### config.mk
export PLATFORM = sky130hd
export DESIGN_NAME = top
export DESIGN_NICKNAME = d
export VERILOG_FILES = /design/src/rtl/top.sv
export SDC_FILE = /design/constraint.sdc
export NUM_CORES = 1
export LEC_CHECK = 0
export BUFFER_PORTS_ARGS = -buffer_cell sky130_fd_sc_hd__buf_4
export CORE_ASPECT_RATIO = 0.6
export CORE_MARGIN = 5
export CORE_UTILIZATION = 31
export DETAILED_ROUTE_END_ITERATION = 12
export PLACE_DENSITY = 0.46
export SLEW_MARGIN = 20
export SYNTH_ARGS = -nofsm -noshare
export SYNTH_HDL_FRONTEND = slang
export SYNTH_SLANG_ARGS = --single-unit
### constraint.sdc
create_clock -name clk -period 7.4 [get_ports clk]
set_input_delay 0.37 -clock clk [delete_from_list [all_inputs] [get_ports clk]]
set_output_delay 0.37 -clock clk [all_outputs]
set_load 0.005 [all_outputs]
### src/rtl/top.sv
// Multicycle 16-bit accumulator processor running a fixed 16x8 ROM program,
// with a time-multiplexed 4-digit hex display of the accumulator.
module top #(
   parameter int REFRESH_BITS = 17
) (
   input  logic       clk,
   input  logic       reset,
   output logic [3:0] anode,
   output logic [7:0] catode,
   output logic [3:0] state
);

   typedef enum logic [3:0] {
      S_FETCH  = 4'd0,
      S_DECODE = 4'd1,
      S_EXEC   = 4'd2,
      S_WB     = 4'd3,
      S_BRANCH = 4'd4,
      S_HALT   = 4'd5
   } state_t;

   localparam logic [2:0] OP_NOP  = 3'b000;
   localparam logic [2:0] OP_LDI  = 3'b001;
   localparam logic [2:0] OP_ADDI = 3'b010;
   localparam logic [2:0] OP_SUBI = 3'b011;
   localparam logic [2:0] OP_SHL  = 3'b100;
   localparam logic [2:0] OP_JMP  = 3'b101;
   localparam logic [2:0] OP_JNZ  = 3'b110;
   localparam logic [2:0] OP_HALT = 3'b111;

   state_t                  state_q, state_d;
   logic [3:0]              pc_q, pc_d;
   logic [7:0]              ir_q, ir_d;
   logic [15:0]             acc_q, acc_d;
   logic [15:0]             res_q, res_d;
   logic [REFRESH_BITS-1:0] refresh_q;
   logic [2:0]              op;
   logic [15:0]             imm;
   logic [1:0]              sel;
   logic [3:0]              digit;

   function automatic logic [7:0] rom(input logic [3:0] addr);
      case (addr)
         4'd0:    rom = 8'h25;
         4'd1:    rom = 8'h43;
         4'd2:    rom = 8'h80;
         4'd3:    rom = 8'h61;
         4'd4:    rom = 8'hE0;
         default: rom = 8'h00;
      endcase
   endfunction

   // All arithmetic wraps naturally at 16 bits.
   function automatic logic [15:0] alu(input logic [2:0] f, input logic [15:0] a,
                                       input logic [15:0] b);
      case (f)
         OP_LDI:  alu = b;
         OP_ADDI: alu = a + b;
         OP_SUBI: alu = a - b;
         OP_SHL:  alu = {a[14:0], 1'b0};
         default: alu = a;
      endcase
   endfunction

   function automatic logic [7:0] seg7(input logic [3:0] d);
      case (d)
         4'h0: seg7 = 8'hC0;
         4'h1: seg7 = 8'hF9;
         4'h2: seg7 = 8'hA4;
         4'h3: seg7 = 8'hB0;
         4'h4: seg7 = 8'h99;
         4'h5: seg7 = 8'h92;
         4'h6: seg7 = 8'h82;
         4'h7: seg7 = 8'hF8;
         4'h8: seg7 = 8'h80;
         4'h9: seg7 = 8'h90;
         4'hA: seg7 = 8'h88;
         4'hB: seg7 = 8'h83;
         4'hC: seg7 = 8'hC6;
         4'hD: seg7 = 8'hA1;
         4'hE: seg7 = 8'h86;
         default: seg7 = 8'h8E;
      endcase
   endfunction

   assign op  = ir_q[7:5];
   assign imm = {11'd0, ir_q[4:0]};

   always_comb begin
      state_d = state_q;
      pc_d    = pc_q;
      ir_d    = ir_q;
      acc_d   = acc_q;
      res_d   = res_q;
      case (state_q)
         S_FETCH: begin
            ir_d    = rom(pc_q);
            pc_d    = pc_q + 4'd1;
            state_d = S_DECODE;
         end
         S_DECODE: begin
            case (op)
               OP_NOP:         state_d = S_FETCH;
               OP_JMP, OP_JNZ: state_d = S_BRANCH;
               OP_HALT:        state_d = S_HALT;
               default:        state_d = S_EXEC;
            endcase
         end
         S_EXEC: begin
            res_d   = alu(op, acc_q, imm);
            state_d = S_WB;
         end
         S_WB: begin
            acc_d   = res_q;
            state_d = S_FETCH;
         end
         S_BRANCH: begin
            if (op == OP_JMP || acc_q != 16'd0) pc_d = ir_q[3:0];
            state_d = S_FETCH;
         end
         S_HALT:  state_d = S_HALT;
         // Codes 6-15 are unreachable in normal operation; recover to FETCH.
         default: state_d = S_FETCH;
      endcase
   end

   always_ff @(posedge clk or negedge reset) begin
      if (!reset) begin
         state_q   <= S_FETCH;
         pc_q      <= 4'd0;
         ir_q      <= 8'd0;
         acc_q     <= 16'd0;
         res_q     <= 16'd0;
         refresh_q <= '0;
      end else begin
         state_q   <= state_d;
         pc_q      <= pc_d;
         ir_q      <= ir_d;
         acc_q     <= acc_d;
         res_q     <= res_d;
         refresh_q <= refresh_q + REFRESH_BITS'(1);
      end
   end

   assign sel   = refresh_q[REFRESH_BITS-1 -: 2];
   assign state = state_q;

   always_comb begin
      anode = 4'b1110;
      digit = acc_q[3:0];
      case (sel)
         2'd1: begin anode = 4'b1101; digit = acc_q[7:4];   end
         2'd2: begin anode = 4'b1011; digit = acc_q[11:8];  end
         2'd3: begin anode = 4'b0111; digit = acc_q[15:12]; end
         default: ;
      endcase
      catode = seg7(digit);
   end

endmodule

==> reports/results.ini, run 1 <==
[final_layout]
synthToLayoutAreaGrowth_pct=11.6
nFillCells=1379
final-seq-area_um2=1550
layout-drive-gt1-share=0.127
finalNetCount=500
multi_input_area_um2=2530
diodes=0

[timing]
setup_tns_ns=0
finalHoldViolations=0
slew_viol_final=0
period_needed_ns=3.15
tightestPinTransition_ns=0.957
fin_skew_ns=0.00777
rsz0062_at_grt=no
setup_viol=0
min_period_over_period=0.426
layout_setup_ws_ns=4.25
slew_headroom=0.360
max_freq_ghz=0.317

[pwr]
swShare=0.214
combPwrFrac=0.010
netSwitchingPower_mw=0.158
pwr-share-seq=0.459
clockPowerShare=0.531
p_int_mw=0.581
p_per_area_nw_per_um2=155
power_leakage_nw=2.11
ir_worst_vdd_uv=94.3

[routing]
vias=3401
wl_per_cell_um=17.3
drc_errors=0
wirelength_um=11200
dr.pass1.iters=4
drt_iter0_markers=256
ant_nets=0
via_per_inst=5.26

[global_route]
grt_pass1_wl_um=18300
grt_overflow=0
antenna_found_initial=1
grt_util_all_layers=0.144
grt_start_max_net_pins=63
grt_pass1_vias=3145

[die]
die_area_um2=16300
ios=18
start_util=0.314
die_w_um=161
coreArea_um2=13600
placementRows=33
die_h_um=101

[cts]
clockBufferDepth=2
cts_resized=0
htree_levels=3
cts_made_buffers=9
cts_sinks=62
tritoncts=done
cts_hold_buf=0
path_clk_slew_ns=0.06
cts_root_buf=clkbuf_16
clkLatencyLatePin_ns=0.33
cts_setup_buffers=0

[setup_path]
crit_type=reg -> reg
cp-end-kind=flip-flop
cp_max_fo=16
cp.required_ns=7.60
cp_slowest_stage_delay_ns=0.63
cp.arrival_ns=3.35
start_kind=flip-flop
critPathSlowestCell=dfrtp_1
path_cells=and2b_1 -> nand2_1 -> nand2_1 -> o21ai_0 -> fa_1 -> nand2b_1 -> a21oi_1 -> nor2b_1 -> xnor2_1 -> a221oi_1 -> o21ai_0

[logic_synthesis]
synth_area_um2=4270
yosys-top-cells-area=dfrtp_1 (36%), ha_1 (8.5%), nand2_1 (5.9%), mux2_2 (5.3%), a21oi_1 (3.6%)
yosys.area.top_type_share=0.364
yosysUniqueCellTypes=56
yosys.area.top_type=dfrtp_1
syn-num-nets=496
synth-edff-count=0
ys_seq_area_frac=0.364
synth-seq-cells=62
synth.most_common_cell=nand2_1
synthTopCellsByCount=nand2_1 (67), dfrtp_1 (62), a21oi_1 (31)
async_flop_share=1.00
ys.flop_type=dfrtp_1
yosys_warnings=0
synth_cells=464
syn_avg_cell_area_um2=9.20

[status]
run_status=finished clean

[placement]
gp_congestion=0.942
dpl.hpwl_um=8130
place_ws_ns=4.26
port_buffers=15

[flow_run]
cap_violations=0

[worst_hold_path]
hp-class=in -> async

-- worst max-delay path, delay by kind of cell (launching register included) --
kind                     cells  cell delay, ns
adder cells (fa/ha/maj)      1            0.44
XOR/XNOR                     1            0.18
AO/OA/AOI/OAI                4            0.96
AND/OR/NAND/NOR              5            0.80
flip-flops                   1            0.63
-- power by group through the flow --
stage	Sequential (mW)	Combinational, mW	Clock [mW]
2_1_floorplan	0.345	0.000988	0
3_3_place_gp	0.345	0.00790	0
3_5_place_dp	0.345	0.00781	0
4_1_cts	0.339	0.00786	0.401
5_1_grt	0.339	0.00901	0.417
6_report	0.339	0.00726	0.392
-- state kept, by name, indices dropped and copies added, names as in the netlist --
name / flops
acc_q: 16
ir_q: 6
res_q: 16
state: 3
refresh_q: 17
pc_q: 4
-- path summary, 6_finish.rpt --
path,depth (start not counted),slack [ns],from,to
max,11,4.25,ir_q[6],res_q[6]
min reg2reg,1,0.45,refresh_q[0],refresh_q[0]
min in group clk,1,0.45,refresh_q[0],refresh_q[0]
max in group asynchronous,1,6.72,reset,res_q[0]
max reg2reg,11,4.25,ir_q[6],res_q[6]
min,1,0.14,reset,refresh_q[0]
-- cell type report --
| cell class | count | share of cell area |
|---|---|---|
| multi-input combinational | 363 | 0.532 |
| sequential | 62 | 0.326 |
| clock buffer | 11 | 0.0531 |
| tap | 175 | 0.0460 |
| timing repair buffer | 17 | 0.0268 |
| inverter | 15 | 0.0118 |
| clock inverter | 4 | 0.00473 |
-- cells by family after synthesis --
| kind of cell | share of synthesized area |
|---|---|
| DFF | 0.364 |
| adders and majority gates | 0.0897 |
| muxes | 0.0974 |
| other | 0.00176 |
| buffers and inverters | 0.0443 |
| and+or+nand+nor | 0.173 |
| xor gates and xnor gates | 0.0595 |
| AOI/OAI and AO/OA | 0.171 |
-- routing by layer --
layer  global-route usage  up-vias  wire length [µm]
met5                    0        -                13
met1                0.239     1599              6390
met4               0.0387        2               128
met2                0.171      109              3980
li1                     -     1678                 -
met3               0.0400       13               694
-- metrics by stage --
step	total power, mW	cell area [µm²]	std cells	utilization	hold WS (ns)
floorplan	0.346	4270	464	-	0.0744
global placement	0.353	4480	632	0.330	0.443
detailed placement	0.353	4490	632	0.330	0.448
CTS	0.748	4760	647	0.350	0.173
global route	0.765	4760	647	0.350	0.217
finish	0.739	4760	647	0.350	0.139
-- cells in the final DEF, fill, tap and decap left out, types with 4 or more instances in the layout --
| cell type | count |
|---|---|
| nand2_1 | 67 |
| dfrtp_1 | 62 |
| a21oi_1 | 31 |
| ha_1 | 29 |
| nor2_1 | 26 |
| o21ai_0 | 26 |
| mux2_2 | 20 |
| xnor2_1 | 17 |
| buf_4 | 17 |
| nand3_1 | 16 |
| inv_1 | 15 |
| xor2_1 | 12 |
| nand2b_1 | 11 |
| clkbuf_16 | 9 |
| o211ai_1 | 8 |
| a311oi_1 | 8 |
| mux2i_1 | 7 |
| nand4_1 | 5 |
| o21a_1 | 5 |
| a31oi_1 | 5 |
| o22ai_1 | 5 |
| nor4_1 | 5 |
| and3_1 | 4 |
| nor3_1 | 4 |
| a211oi_1 | 4 |
Note: power is estimated with default switching activity, not from simulation.
==> run 2: changes to the inputs <==
--- a/config.mk
+++ b/config.mk
@@ -10,7 +10,7 @@
 export CORE_MARGIN = 5
 export CORE_UTILIZATION = 31
 export DETAILED_ROUTE_END_ITERATION = 12
-export PLACE_DENSITY = 0.46
+export PLACE_DENSITY = 0.47
 export SLEW_MARGIN = 20
 export SYNTH_ARGS = -nofsm -noshare
 export SYNTH_HDL_FRONTEND = slang
==> constraint.sdc (replaced) <==
create_clock -name clk -period 2.7 [get_ports clk]
set_input_delay 0.135 -clock clk [delete_from_list [all_inputs] [get_ports clk]]
set_output_delay 0.135 -clock clk [all_outputs]
set_load 0.005 [all_outputs]
==> reports/results.ini, run 2 (same netlist as run 1, synthesis figures left out) <==
[final_layout]
synthToLayoutAreaGrowth_pct=24.8
layout-drive-gt1-share=0.255  ; +0.128
largest_reg_flops=17  ; unchanged
final_common_cell=buf_4
largest_register=refresh_q
final_cell_mix=buf_4 (72), nand2_1 (65), dfrtp_1 (62), a21oi_1 (28), ha_1 (27)
diodes=0  ; unchanged
post-route-util=0.392  ; +0.0416
finalNetCount=556  ; +11%
top_regs=refresh_q (17), acc_q (16), res_q (16)

[placement]
gp_congestion=0.901  ; -4.3%
port_buffers=15  ; unchanged
dpl.hpwl_um=8980  ; +11%

[timing]
rsz0062_at_grt=yes
max_freq_ghz=0.382
min_period_over_period=0.971
hold_slack_ns=0.444  ; +0.304 ns
setup_tns_ns=0  ; unchanged
slew_headroom=0.441  ; +0.0810
slew_viol_final=0  ; unchanged
finalHoldViolations=0  ; unchanged
tightestPinTransition_ns=0.832  ; -0.125 ns
period_needed_ns=2.62
setup_viol=0  ; unchanged
fin_skew_ns=0.00683  ; -0.000947 ns

[pwr]
power_leakage_nw=2.42  ; +15%
p_per_area_nw_per_um2=401  ; +160%
ir_worst_vdd_uv=295  ; +210%

[setup_path]
cp.arrival_ns=2.49  ; -0.86 ns
start_kind=flip-flop
cp.required_ns=2.57  ; -5.03 ns
crit_type=reg -> out
ff2ff_setup_slack_ns=0.13  ; -4.12 ns
cp-end-kind=output pin
cp_max_fo=6  ; -10

[routing]
wirelength_um=12400  ; +11%
dr.pass1.iters=5  ; +1
via_per_inst=5.21  ; -0.83%
drc_errors=0  ; unchanged
drt_iter0_markers=225  ; -12%
wl_per_cell_um=17.7  ; +2.0%
ant_nets=0  ; unchanged
vias=3670  ; +7.9%

[cts]
cts_sinks=62  ; unchanged
cts_root_buf=clkbuf_16
htree_levels=3  ; unchanged
tritoncts=done
path_clk_slew_ns=0.06  ; about the same
cts_made_buffers=9  ; unchanged
clkLatencyLatePin_ns=0.33  ; about the same
clockBufferDepth=2  ; unchanged

[die]
die_area_um2=16300  ; unchanged
start_util=0.314  ; unchanged
ios=18  ; unchanged
die_w_um=161  ; unchanged
die_h_um=101  ; unchanged
coreArea_um2=13600  ; unchanged
placementRows=33  ; unchanged

[flow_run]
cap_violations=0  ; unchanged

[status]
run_status=finished clean

[global_route]
grt_pass1_wl_um=20100  ; +9.8%
antenna_found_initial=0  ; -1
grt_util_all_layers=0.159  ; +0.0151
grt_overflow=0  ; unchanged
grt_start_max_net_pins=63  ; unchanged
grt_pass1_vias=3591  ; +14%

[worst_hold_path]
hp-class=reg -> reg

run 2: cell type report:
type	count	area [µm²]
clock buffer	10	239
clock inverter	6	71.3
fill	1368	8260
inverter	15	56.3
multi-input combinational	363	2640
sequential	62	1550
tap	175	219
timing repair buffer	73	551
run 2: worst paths after layout:
check                        startpoint            to  cells past startpoint
min in group asynchronous         reset  refresh_q[0]                      2
max                            acc_q[1]     catode[3]                      5
min                        refresh_q[0]  refresh_q[0]                      1
max in group asynchronous         reset      res_q[1]                      2
min reg2reg                refresh_q[0]  refresh_q[0]                      1
max reg2reg                     ir_q[0]     res_q[13]                     11
run 2: critical path, stage by stage, from the launching register on:
cell and delay (ns):
dfrtp_1 0.38, buf_4 0.17, mux4_1 0.64, ha_1 0.36
mux4_2 0.46, buf_4 0.15
run 2: what timing repair did:
item                       in CTS  in global routing
gates resized for setup         5                 20
pin swaps                       1                  7
hold endpoints to repair       62                  0
gates cloned                    0                  0
buffers inserted                0                  3
setup endpoints to repair       7                 12
hold buffers                    1                  0
run 2: metal layers:
layer | wire, µm | up-vias | global-route usage
li1 | - | 1797 | -
met1 | 7040 | 1767 | 0.261
met2 | 4510 | 90 | 0.200
met3 | 708 | 16 | 0.0380
met4 | 182 | 0 | 0.0400
met5 | 0 | - | 0
run 2: per-stage QoR:
step	worst slack (ns)	total power, mW	instances	instance area, µm²
CTS	-0.0161	2.17	701	5210
finish	0.0794	2.13	704	5330
detailed placement	-0.201	0.968	684	4870
global route	-0.00910	2.20	704	5330
global placement	-0.170	0.968	684	4870
floorplan	0.155	0.949	464	4270
run 2: report_power, final:
| part | switching [mW] | internal (mW) |
|---|---|---|
| Sequential | 0 | 0.930 |
| Combinational | 0.0193 | 0.00188 |
| Clock | 0.440 | 0.743 |
==> run 3: changes to the inputs <==
--- a/config.mk
+++ b/config.mk
@@ -10,6 +10,7 @@
 export CORE_MARGIN = 5
 export CORE_UTILIZATION = 31
 export DETAILED_ROUTE_END_ITERATION = 12
+export GPL_TIMING_DRIVEN = 0
 export PLACE_DENSITY = 0.47
 export SLEW_MARGIN = 20
 export SYNTH_ARGS = -nofsm -noshare
==> reports/results.ini, run 3 (same netlist as run 1, synthesis figures left out) <==
[status]
run_status=finished clean

[final_layout]
top_regs=refresh_q (17), acc_q (16), res_q (16)
final_cell_mix=nand2_1 (66), dfrtp_1 (59), buf_4 (33), a21oi_1 (27), nor2_1 (24)
largest_register=refresh_q
finalNetCount=539  ; -3.1%
final_common_cell=nand2_1
layout-drive-gt1-share=0.242  ; -0.0130
diodes=0  ; unchanged
largest_reg_flops=17  ; unchanged
synthToLayoutAreaGrowth_pct=23.0

[setup_path]
crit_type=reg -> reg
r2r-start=ir_q[6]
cp.arrival_ns=2.83  ; +0.34 ns
start_kind=flip-flop
cp_common_cell=buf_4
path_cells=and2b_2 -> nand2_4 -> buf_4 -> nand2b_4 -> ha_1 -> buf_4 -> a211oi_2 -> nor3_2 -> o2111ai_1 -> o211ai_1 -> xnor2_1 -> o221ai_1
cp_num_buf_inv=2  ; unchanged
cp.required_ns=2.88  ; +0.31 ns
r2r_cells=12  ; +1
timing.rr.end=res_q[15]
ff2ff_setup_slack_ns=0.05  ; -0.08 ns
startpoint=ir_q[6]
critPathSlowestCell=dfrtp_2
cp_max_fo=8  ; +2
cp-end-kind=flip-flop
cp_top_family=compound AO/OA/AOI/OAI gates
cp_slowest_stage_delay_ns=0.44  ; -0.20 ns

[cts]
cts_root_buf=clkbuf_16
tritoncts=done
cts_made_buffers=9  ; unchanged
cts_sinks=62  ; unchanged
clockBufferDepth=2  ; unchanged
path_clk_slew_ns=0.05  ; about the same
htree_levels=3  ; unchanged
clkLatencyLatePin_ns=0.33  ; about the same

[die]
die_area_um2=16300  ; unchanged
ios=18  ; unchanged
die_h_um=101  ; unchanged
placementRows=33  ; unchanged
coreArea_um2=13600  ; unchanged
start_util=0.314  ; unchanged
die_w_um=161  ; unchanged

[timing]
rsz0062_at_grt=yes
tightestPinTransition_ns=0.825  ; -0.00711 ns
slew_headroom=0.450  ; +0.00901
fin_skew_ns=0.00368  ; -0.00314 ns
max_freq_ghz=0.377  ; -1.2%
finalHoldViolations=0  ; unchanged
hold_slack_ns=0.445  ; +0.000837 ns
setup_tns_ns=0  ; unchanged
min_period_over_period=0.982  ; +0.0115
layout_setup_ws_ns=0.0483  ; -0.0311 ns
period_needed_ns=2.65  ; +0.0311 ns
setup_viol=0  ; unchanged
slew_viol_final=0  ; unchanged

[routing]
via_per_inst=5.33  ; +2.3%
drc_errors=0  ; unchanged
dr.pass1.iters=4  ; -1
ant_nets=0  ; unchanged
vias=3662  ; -0.22%
drt_iter0_markers=355  ; +58%
wl_per_cell_um=17.9  ; +1.2%
wirelength_um=12300  ; -1.2%

[global_route]
grt_util_all_layers=0.155  ; -0.00381
grt_overflow=0  ; unchanged
antenna_found_initial=0  ; unchanged
grt_start_max_net_pins=63  ; unchanged
grt_pass1_wl_um=19400  ; -3.6%
grt_pass1_vias=3348  ; -6.8%

[pwr]
ir_worst_vdd_uv=365  ; +23%
p_per_area_nw_per_um2=420  ; +4.7%
power_leakage_nw=2.32  ; -4.0%
report.power.total_mw=2.20  ; +3.2%

[placement]
dpl.hpwl_um=8850  ; -1.5%
gp_congestion=0.871  ; -3.3%
place_ws_ns=-0.217  ; -0.0165 ns
port_buffers=15  ; unchanged

[flow_run]
cap_violations=0  ; unchanged

[worst_hold_path]
hp-class=in -> async

==> run 3: cell count changes in the layout (fill, tap and decap cells not counted), sizes merged <==
cell    change
buf        -27
clkbuf     +10
bufinv      +1
clkinv      -1
==> run 3: layout make-up <==
class                   instances  area [µm²]
well taps                     175         219
repair buffers                 32         246
fillers                      1342        8340
inverters                      15        56.3
plain buffers                  24         135
multi-input cells             363        2710
clock inverters                 6        85.1
flip-flops and latches         62        1560
clock buffers                  10         239
==> run 3: what timing repair did <==
action                                  CTS  global route
pin swaps                                 6            12
endpoints found under the setup margin   10            10
buffers inserted                          6             9
hold buffers                              1             0
resized for setup                        16            33
hold endpoints to repair                 62             0
==> run 3: through the flow <==
step / utilization / cell area (µm²) / std cells
after detailed placement: 0.339 / 4610 / 655
after CTS: 0.372 / 5050 / 678
final: 0.386 / 5250 / 687
after global routing: 0.386 / 5250 / 687
after global placement: 0.338 / 4600 / 654
after floorplan: - / 4270 / 464
==> run 3: how the worst max path moves through the flow <==
stage                end  cells after the start
6_report       res_q[15]                     12
5_1_grt        res_q[15]                     11
4_1_cts         res_q[5]                     12
3_5_place_dp   res_q[13]                     11
3_3_place_gp   res_q[14]                      8
2_1_floorplan  res_q[13]                      8
==> run 3: power breakdown <==
group	leakage, nW	total (mW)	switching [mW]	internal (mW)
combinational	1.40	0.0231	0.0194	0.00369
clock	0.154	1.25	0.421	0.829
sequential	0.770	0.930	0	0.930
total	2.32	2.20	0.440	1.76
==> run 3: per-layer routing <==
layer | global-route usage | vias up | routed length, µm
li1 | - | 1762 | -
met1 | 0.267 | 1790 | 7000
met2 | 0.181 | 101 | 4460
met3 | 0.0323 | 9 | 696
met4 | 0.0433 | 0 | 131
met5 | 0 | - | 0
